===== src/rtl/nv_clk_gate_pkg.sv =====
// nv_clk_gate_pkg: shared types and defaults for the multi-channel power
// clock-gate controller (nv_clk_gate_power_ctrl and its gate cell).
package nv_clk_gate_pkg;

  // Per-channel gate FSM states.
  typedef enum logic [1:0] {
    RUN   = 2'd0,
    HOLD  = 2'd1,
    GATED = 2'd2
  } gate_state_e;

  // Default width of the idle hold-off count.
  localparam int DEF_HOLD_W = 4;

  // Default width of the optional per-channel gated-cycle counters.
  localparam int DEF_CNT_W = 16;

  // State a channel wakes up in, given its reset-time gate enable.
  function automatic gate_state_e reset_state(input logic rst_en);
    return rst_en ? RUN : GATED;
  endfunction

endpackage


===== src/rtl/nv_clk_gate_cell.sv =====
// nv_clk_gate_cell: glitch-free latch-based clock gate.
// The enable and the test override are captured by latches that are
// transparent while clk is low, so they can only change the gated clock
// at the next rising edge and never truncate a high phase.
// This is the single point where a technology ICG replaces the behavioural
// latch + AND.
module nv_clk_gate_cell #(
  parameter bit RST_EN = 1'b1
) (
  input  logic clk,
  input  logic reset_,
  input  logic en,
  input  logic test_en,
  output logic clk_gated
);

  logic en_lat_reg;
  logic test_en_lat_reg;

  // Low-phase transparent latches; reset forces a known enable so the
  // gated clock is never X once reset has been applied.
  always_latch begin
    if (!reset_) begin
      en_lat_reg      <= RST_EN;
      test_en_lat_reg <= 1'b0;
    end else if (!clk) begin
      en_lat_reg      <= en;
      test_en_lat_reg <= test_en;
    end
  end

  assign clk_gated = clk & (en_lat_reg | test_en_lat_reg);

endmodule


===== src/rtl/nv_clk_gate_power_ctrl.sv =====
// nv_clk_gate_power_ctrl: multi-channel power clock-gate controller.
// Each channel runs a RUN/HOLD/GATED FSM with a programmable idle hold-off
// and drives one nv_clk_gate_cell. Channels are fully independent.
// Optional build macro NV_CLK_GATE_PERF_EN adds per-channel saturating
// gated-cycle counters (gated_cnt) with a synchronous clear (perf_clr).
module nv_clk_gate_power_ctrl
  import nv_clk_gate_pkg::*;
#(
  parameter int NCH    = 4,
  parameter int HOLD_W = DEF_HOLD_W,
  parameter bit RST_EN = 1'b1,
  parameter int CNT_W  = DEF_CNT_W
) (
  input  logic                 clk,
  input  logic                 reset_,
  input  logic [NCH-1:0]       clk_en,
  input  logic                 test_en,
  input  logic [HOLD_W-1:0]    idle_hold,
`ifdef NV_CLK_GATE_PERF_EN
  input  logic                 perf_clr,
  output logic [NCH*CNT_W-1:0] gated_cnt,
`endif
  output logic [NCH-1:0]       clk_gated,
  output logic [NCH-1:0]       gate_active
);

  localparam logic [HOLD_W-1:0] HOLD_ONE = HOLD_W'(1);

  genvar gi;
  generate
    for (gi = 0; gi < NCH; gi++) begin : g_ch
      gate_state_e       state_reg;
      logic [HOLD_W-1:0] cnt_reg;
      logic              en_q_reg;
      logic              gate_active_reg;

      // Gate FSM: hold the clock for idle_hold extra cycles after the
      // request drops; idle_hold is sampled only on entry to HOLD.
      always_ff @(posedge clk or negedge reset_) begin
        if (!reset_) begin
          state_reg       <= reset_state(RST_EN);
          cnt_reg         <= '0;
          en_q_reg        <= RST_EN;
          gate_active_reg <= ~RST_EN;
        end else begin
          case (state_reg)
            RUN: begin
              if (!clk_en[gi]) begin
                if (idle_hold == '0) begin
                  state_reg       <= GATED;
                  en_q_reg        <= 1'b0;
                  gate_active_reg <= 1'b1;
                end else begin
                  state_reg <= HOLD;
                  cnt_reg   <= idle_hold - HOLD_ONE;
                end
              end
            end
            HOLD: begin
              if (clk_en[gi]) begin
                state_reg <= RUN;
                cnt_reg   <= '0;
              end else if (cnt_reg == '0) begin
                state_reg       <= GATED;
                en_q_reg        <= 1'b0;
                gate_active_reg <= 1'b1;
              end else begin
                cnt_reg <= cnt_reg - HOLD_ONE;
              end
            end
            GATED: begin
              // Enable rises on this edge; first pulse follows one cycle later.
              if (clk_en[gi]) begin
                state_reg       <= RUN;
                en_q_reg        <= 1'b1;
                gate_active_reg <= 1'b0;
              end
            end
            default: begin
              state_reg       <= reset_state(RST_EN);
              cnt_reg         <= '0;
              en_q_reg        <= RST_EN;
              gate_active_reg <= ~RST_EN;
            end
          endcase
        end
      end

      assign gate_active[gi] = gate_active_reg;

      nv_clk_gate_cell #(
        .RST_EN (RST_EN)
      ) u_cell (
        .clk       (clk),
        .reset_    (reset_),
        .en        (en_q_reg),
        .test_en   (test_en),
        .clk_gated (clk_gated[gi])
      );

`ifdef NV_CLK_GATE_PERF_EN
      logic [CNT_W-1:0] perf_cnt_reg;

      // Count cycles the channel is truly stopped (gated and not overridden
      // by test_en); saturates, and a clear wins over an increment.
      always_ff @(posedge clk or negedge reset_) begin
        if (!reset_) begin
          perf_cnt_reg <= '0;
        end else if (perf_clr) begin
          perf_cnt_reg <= '0;
        end else if (!en_q_reg && !test_en && (perf_cnt_reg != '1)) begin
          perf_cnt_reg <= perf_cnt_reg + CNT_W'(1);
        end
      end

      assign gated_cnt[gi*CNT_W +: CNT_W] = perf_cnt_reg;
`else
      // Without the counters CNT_W sizes nothing; this empty block keeps the
      // parameter referenced so both builds share one parameter list.
      if (CNT_W < 1) begin : g_no_perf_cnt
      end
`endif
    end
  endgenerate

endmodule


===== config.mk =====
export PLATFORM = sky130hd
export DESIGN_NAME = nv_clk_gate_power_ctrl
export DESIGN_NICKNAME = d
export VERILOG_FILES = /design/src/rtl/nv_clk_gate_pkg.sv /design/src/rtl/nv_clk_gate_cell.sv /design/src/rtl/nv_clk_gate_power_ctrl.sv
export SDC_FILE = /design/constraint.sdc
export NUM_CORES = 1
export LEC_CHECK = 0
export CORE_MARGIN = 5
export CORE_UTILIZATION = 50
export DETAILED_ROUTE_END_ITERATION = 10
export PLACE_DENSITY_LB_ADDON = 0.15
export SLEW_MARGIN = 20
export SYNTH_ARGS = -nofsm -noshare
export SYNTH_HDL_FRONTEND = slang
export SYNTH_SLANG_ARGS = --single-unit

===== constraint.sdc =====
create_clock -name clk -period 1.85 [get_ports clk]
set_input_delay 0.2775 -clock clk [delete_from_list [all_inputs] [get_ports clk]]
set_output_delay 0.2775 -clock clk [all_outputs]
set_load 0.05 [all_outputs]

After elaboration in Yosys (flattened, before gate mapping). Cells that the tools add are included.

Latch bits: 5. Register bits after elaboration: 32. Output and inout bits: 8.

Bitwise gates (word level): 12. Mux-type cells: 92. Reductions and logical operators: 21. $add $sub $neg: 5. Equality and inequality tests: 40.

Operator list (number): $mux W4 (13); $ne A2 B2 Y1 const B (24); $pmux W4 S3 (4); $mux W1 (46); $mux W2 (17); $ne A3 B3 Y1 const B (8); $pmux W1 S3 (8); $pmux W2 S3 (4); $logic_not A4 Y1 (5); $reduce_and A5 Y1 (4); $sub A4 B1 Y4 const B (5); $reduce_and A4 Y1 (4); $reduce_and A3 Y1 (4); $eq A2 B1 Y1 const B (4); $eq A2 B2 Y1 const B (4); $logic_not A2 Y1 (4); $and A1 B1 Y1 (4); $not A1 Y1 (4); $or A1 B1 Y1 (4).

Longest topological paths before layout. Gate-level depths: netlist of the first run.

Depth after elaboration: 4. Depth in mapped cells: 8. Depth with buffers taken out: 6.

By module. A second synthesis of the first run with hierarchy kept.

Cell total of the unflattened synthesis: 243. Area total of the unflattened synthesis: 2245.9 µm².

By module, submodules not included: nv_clk_gate_power_ctrl (sequential area each 805.8 µm², times used 1, area each 2030.7 µm², cells an instance 219); nv_clk_gate_cell (sequential area each 0.0 µm², times used 4, area each 53.8 µm², cells an instance 6).

==> impl_metrics.tcl, run 1 <==
set metrics [dict create \
    dr_total_vias 2004 \
    cp-end-kind "output port" \
    synth-edff-count 0 \
    critPathKind "latch to output port" \
    failing_checks "negative setup slack" \
    fp.coreArea_mm2 0.00429 \
    r2r-end "g_ch[2].cnt_reg[0]" \
    slowest_delay_ps 380 \
    clkSlewWorstSetupHoldPaths_ps 70 \
    post-route-drc-count 0 \
    synth_seq_cells 37 \
    slew_at_the_pin_with_the_worst_max_slew_slack_ps 635 \
    library_cell_occupying_the_most_area_in_the_post_synthesis_netlist "dfrtp_1" \
    pwr_density_cell_mw_per_mm2 1790 \
    dr.pass1.iters 4 \
    timing.final.setup_violations 4 \
    floorplan.die_area_mm2 0.00577 \
    syn-cell-area_mm2 0.00217 \
    tritoncts_clock_tree "done" \
    design_power_total_mw 5.12 \
    ir_drop_mv 0.738 \
    top_area_cells_in_the_synthesized_netlist "dfrtp_1 (32%), ha_1 (5.2%), dfstp_2 (4.8%)" \
    dp_hpwl_mm 3.46 \
    synth_area_per_cell_um2 9.13 \
    path_cells "o21a_1 -> buf_6" \
    synthesis.nets 258 \
    grt_pass1_wl_mm 11.0 \
    insertedDiodeCount 0 \
    largest_register_ff_count 16 \
    timing.hold.worst.class "input port to asynchronous set/reset pin" \
    most-common-layout-cells "dfrtp_1 (28), clkbuf_8 (24), buf_4 (23), nor2_1 (21)" \
    maximum_number_of_pins_on_one_net_before_global_route_repair 15 \
    leakage_nw 1.32 \
    synth_cells 238 \
    final_util_pct 66.7 \
    r2r_cells 6 \
    finalWirelength_mm 5.61 \
    status "complete, but fails checks" \
    finalWorstSetupSlack_ps -622 \
    vias_per_cell 5.81 \
    area_growth_pct 31.8 \
    number_of_antenna_violations_at_the_first_check_in_global_routing 0 \
    cp_data_required_time_ps 1570 \
    synth.yosys.warnings 0 \
    cp.arrival_ps 2190 \
    slew_headroom_pct 57.3 \
    global_route.usage.total_pct 23.5 \
    fin_worst_skew_ps 28.4 \
    timing.max_cap.violations 0 \
    floorplan.die.width_um 75.9 \
    insertion_delay_ps 540 \
    yosysTopAreaCellShare_pct 32.2 \
    final-max-slew-violation-count 0 \
    drt-initial-drc-count 178 \
    critical_path_peak_fanout 4 \
    layout_commonest_cell "dfrtp_1" \
    die_h_um 75.9 \
    hold_fails_final_rpt 0 \
    boundary_pin_count 19 \
    drive_above_1_share_pct 23.9 \
    setup_repair_after_global_routing_missed_its_margin "yes" \
    place.gp.congestion 0.836 \
    synthArstFlopShare_pct 86.5 \
    overflow 0 \
    synth_ff_type "dfrtp_1" \
    routed_wire_length_per_instance_um 16.3 \
    initial_core_util_pct 50.6 \
    nNetsFinal 310 \
    fillers 349 \
    synth_cell_type_count 51 \
    r2r-start "g_ch[2].cnt_reg[0]" \
    port_buffers 18 \
    first_global_vias 2222 \
    setup_bufs_post_cts 0 \
    cp_slowest_cell "dlxtp_1" \
    crit_path_start_kind "latch" \
    rows 24 \
    antenna_violating_nets_post_route 0 \
    rrSetupSlack_ps 250 \
]
## metal layers
metal | part of all wire (%) | track usage [%] | vias up
met5 | 0 | 0 | -
met4 | 4.5 | 19.9 | 0
met3 | 6.8 | 14.6 | 29
met2 | 45 | 28.5 | 74
met1 | 44 | 28.2 | 955
li1 | - | - | 946
## Yosys cell counts, types with 2 or more instances
master    count
dfrtp_1      28
nor2_1       21
inv_1        17
o21ai_0      17
nand2b_1     14
nand2_1      13
ha_1          9
a21oi_1       8
buf_4         8
o22ai_1       8
nor3_1        7
clkbuf_1      6
xnor2_1       6
dlxtp_1       5
mux2i_1       5
o21a_1        5
and2_1        4
dfstp_2       4
nor3b_1       4
a22o_1        3
a31oi_1       3
o21ai_1       3
o221ai_1      3
a21o_1        2
a21oi_2       2
a31o_2        2
a32o_1        2
buf_6         2
nand3_1       2
nand3b_1      2
nor4_1        2
o21bai_1      2
## worst max path at each step
stage                                         startpoint      endpoint  cells past startpoint
after global placement    g_ch[3].u_cell.test_en_lat_reg  clk_gated[3]                      2
after global routing      g_ch[3].u_cell.test_en_lat_reg  clk_gated[2]                      2
after floorplan           g_ch[3].u_cell.test_en_lat_reg  clk_gated[0]                      2
after detailed placement  g_ch[3].u_cell.test_en_lat_reg  clk_gated[1]                      2
final                     g_ch[3].u_cell.test_en_lat_reg  clk_gated[2]                      2
after CTS                 g_ch[3].u_cell.test_en_lat_reg  clk_gated[2]                      2
## critical path, delay by kind of cell, from the launching register on
family          cells  cell delay, ps
compound gates      1             170
buf+inv             1             160
latches             1             380
## layout make-up
class / instances / area [um2] / area share [%]
Multi-Input combinational cell: 168 / 1130 / 39.3
Timing Repair Buffer: 39 / 323 / 11.3
Inverter: 17 / 63.8 / 2.23
Clock inverter: 2 / 22.5 / 0.786
Clock buffer: 30 / 383 / 13.4
Tap cell: 52 / 65.1 / 2.27
Sequential cell: 37 / 881 / 30.7
## repair_timing
action,4_1_cts,5_1_grt
resized for setup,32,1
pin swaps,2,2
hold buffers,2,0
setup endpoints to repair,8,5
endpoints found under the hold margin,30,0
## through the flow
stage	TNS, ps	instances	setup slack [ps]	hold WS, ps	instance area (um2)
final	-2430	345	-622	325	2870
after global routing	-2810	345	-713	371	2870
after CTS	-2470	345	-640	320	2860
after detailed placement	-8490	315	-631	-487	2480
after global placement	-7980	315	-621	-489	2480
after floorplan	0	238	0.460	-648	2170
## cell families after synthesis
group	Yosys count	synth area share (%)
simple gates	79	19.9
compound gates	69	21.9
buf+inv	33	7.77
flops	32	37.1
fa+ha+maj	9	5.18
xor+xnor	6	2.42
mux	5	2.30
latches	5	3.45
## power by group
part	total, mW	switching, mW	leakage (nW)	internal [mW]
clock	2.18	0.852	0.229	1.33
combinational	1.60	0.853	0.656	0.750
sequential	1.34	0.274	0.431	1.06
(Power assumes the default switching activity.)
==> run 2, diff against run 1 <==
--- a/config.mk
+++ b/config.mk
@@ -8,7 +8,7 @@
 export CORE_MARGIN = 5
 export CORE_UTILIZATION = 50
 export DETAILED_ROUTE_END_ITERATION = 10
-export PLACE_DENSITY_LB_ADDON = 0.15
+export PLACE_DENSITY = 0.71
 export SLEW_MARGIN = 20
 export SYNTH_ARGS = -nofsm -noshare
 export SYNTH_HDL_FRONTEND = slang
==> run 2 against run 1 <==
The run still ends with negative setup slack left. Hold slack worse by 150 ps. Via count is 1.8% lower. Final cell count increased by 0.58%. Global-route usage down 1.8 points. Setup slack worse by 66 ps. Die area did not move. Non-clock buffer count rose by 2. Register-to-register slack worse by 20 ps. Power increased by 4.6%. Clock power rose by 11%. Count of clock-buffer cells in the layout stayed put.
==> impl_metrics.tcl, run 2 (synthesized netlist as in run 1, its figures left out) <==
set metrics [dict create \
    crit_path_start_kind "latch" \
    status "complete, but fails checks" \
    most-common-layout-cells "dfrtp_1 (28), clkbuf_8 (25), buf_4 (25), nor2_1 (21)" \
    place.gp.congestion 0.855 \
    die_h_um 75.9 \
    insertedDiodeCount 0 \
    final-max-slew-violation-count 0 \
    setup_repair_after_global_routing_missed_its_margin "yes" \
    met2_usage_pct 31.2 \
    dp_hpwl_mm 3.35 \
    cp.arrival_ps 2260 \
    maximum_number_of_pins_on_one_net_before_global_route_repair 29 \
    timing.final.setup_violations 4 \
    dr.pass1.iters 4 \
    critPathKind "latch to output port" \
    fillers 334 \
    ir_drop_mv 0.753 \
    vias_per_cell 5.67 \
    hold_fails_final_rpt 0 \
    timing.max_cap.violations 0 \
    floorplan.die_area_mm2 0.00577 \
    fin_worst_skew_ps 51.2 \
    leakage_nw 1.34 \
    failing_checks "negative setup slack" \
    finalWorstSetupSlack_ps -688 \
    antenna_violating_nets_post_route 0 \
    finalWirelength_mm 5.49 \
    r2r-start "g_ch[2].cnt_reg[0]" \
    tritoncts_clock_tree "done" \
    layout_commonest_cell "dfrtp_1" \
    area_growth_pct 34.4 \
    grt_pass1_wl_mm 10.1 \
    rows 24 \
    design_power_total_mw 5.36 \
    setup_bufs_post_cts 0 \
    pwr_density_cell_mw_per_mm2 1830 \
    slowest_delay_ps 400 \
    global_route.usage.total_pct 21.7 \
    overflow 0 \
    number_of_antenna_violations_at_the_first_check_in_global_routing 0 \
    post-route-drc-count 0 \
    fp.coreArea_mm2 0.00429 \
    initial_core_util_pct 50.6 \
    finalSetupTns_ps -2660 \
    first_global_vias 2041 \
    dr_total_vias 1968 \
    routed_wire_length_per_instance_um 15.8 \
    slew_at_the_pin_with_the_worst_max_slew_slack_ps 508 \
    timing.hold.worst.class "input port to asynchronous set/reset pin" \
    floorplan.die.width_um 75.9 \
    insertion_delay_ps 550 \
    boundary_pin_count 19 \
    cp_slowest_cell "dlxtp_1" \
    clkSlewWorstSetupHoldPaths_ps 70 \
    drt-initial-drc-count 151 \
    grt_util_met3_pct 9.00 \
    grt_use_met1_pct 26.8 \
    path_cells "o21a_1 -> buf_6" \
    gr-max-usage-layer "met2" \
    crit_path_start "g_ch[3].u_cell.test_en_lat_reg" \
    critical_path_peak_fanout 4 \
    slew_headroom_pct 66.2 \
    drive_above_1_share_pct 24.7 \
    port_buffers 18 \
    whs_ps 170 \
    final_util_pct 68.0 \
    largest_register_ff_count 16 \
    cp_data_required_time_ps 1570 \
    cp-end-kind "output port" \
    nNetsFinal 312 \
]
-- run 2: cell count changes in the layout (fill, tap and decap cells not counted), sizes merged --
cell / previous run / this run
bufinv: 1 / 2
buf: 28 / 30
clkinv: 1 / 0
-- run 2: worst paths after layout --
path | endpoint | slack [ps] | cells after the start
worst max register to register | g_ch[2].cnt_reg[0] | 230 | 6
max in group gated | clock gate | 400 | 3
worst max-delay path | clk_gated[1] | -690 | 2
max in group asynchronous | g_ch[2].en_q_reg | 990 | 3
min in group gated | clock gate | 460 | 3
worst min register to register | g_ch[1].state_reg[0] | 460 | 1
worst min-delay path | g_ch[0].state_reg[1] | 170 | 2
min in group clk | g_ch[3].u_cell.test_en_lat_reg | 320 | 2
-- run 2: through the flow --
stage	setup WS, ps	instance area (um2)	instances
3_3_place_gp	-613	2500	317
5_1_grt	-717	2920	347
3_5_place_dp	-626	2500	317
6_report	-688	2920	347
4_1_cts	-648	2910	347
2_1_floorplan	0.460	2170	238
-- run 2: cell type report --
type                            instances  area, um2  share of cell area [%]
Inverter                               17       63.8                    2.18
Clock buffer                           30        402                    13.7
Clock inverter                          2       47.5                    1.63
Multi-Input combinational cell        168       1120                    38.5
Sequential cell                        37        881                    30.1
Timing Repair Buffer                   41        338                    11.6
Tap cell                               52       65.1                    2.23
-- run 2: layer usage --
| layer | part of all wire (%) | routed length [um] |
|---|---|---|
| met3 | 5.4 | 295 |
| met5 | 0 | 0 |
| met2 | 47 | 2590 |
| met1 | 45 | 2460 |
| met4 | 2.8 | 154 |
-- run 2: power breakdown --
group          internal [mW]  switching (mW)  total (mW)
Sequential              1.06           0.276        1.34
Combinational          0.758           0.844        1.60
Clock                   1.54           0.876        2.42
-- run 2: repair_timing --
action | CTS | global route
endpoints found under the setup margin | 8 | 4
hold buffers | 2 | 0
pin swaps | 4 | 3
hold endpoints to repair | 5 | 0
resized for setup | 32 | 3
-- run 2: worst max-delay path: cells and delay by family, from the launching register on --
| family | cells | cell delay, ps |
|---|---|---|
| AO/OA/AOI/OAI | 1 | 200 |
| latches | 1 | 400 |
| buffers and inverters | 1 | 170 |
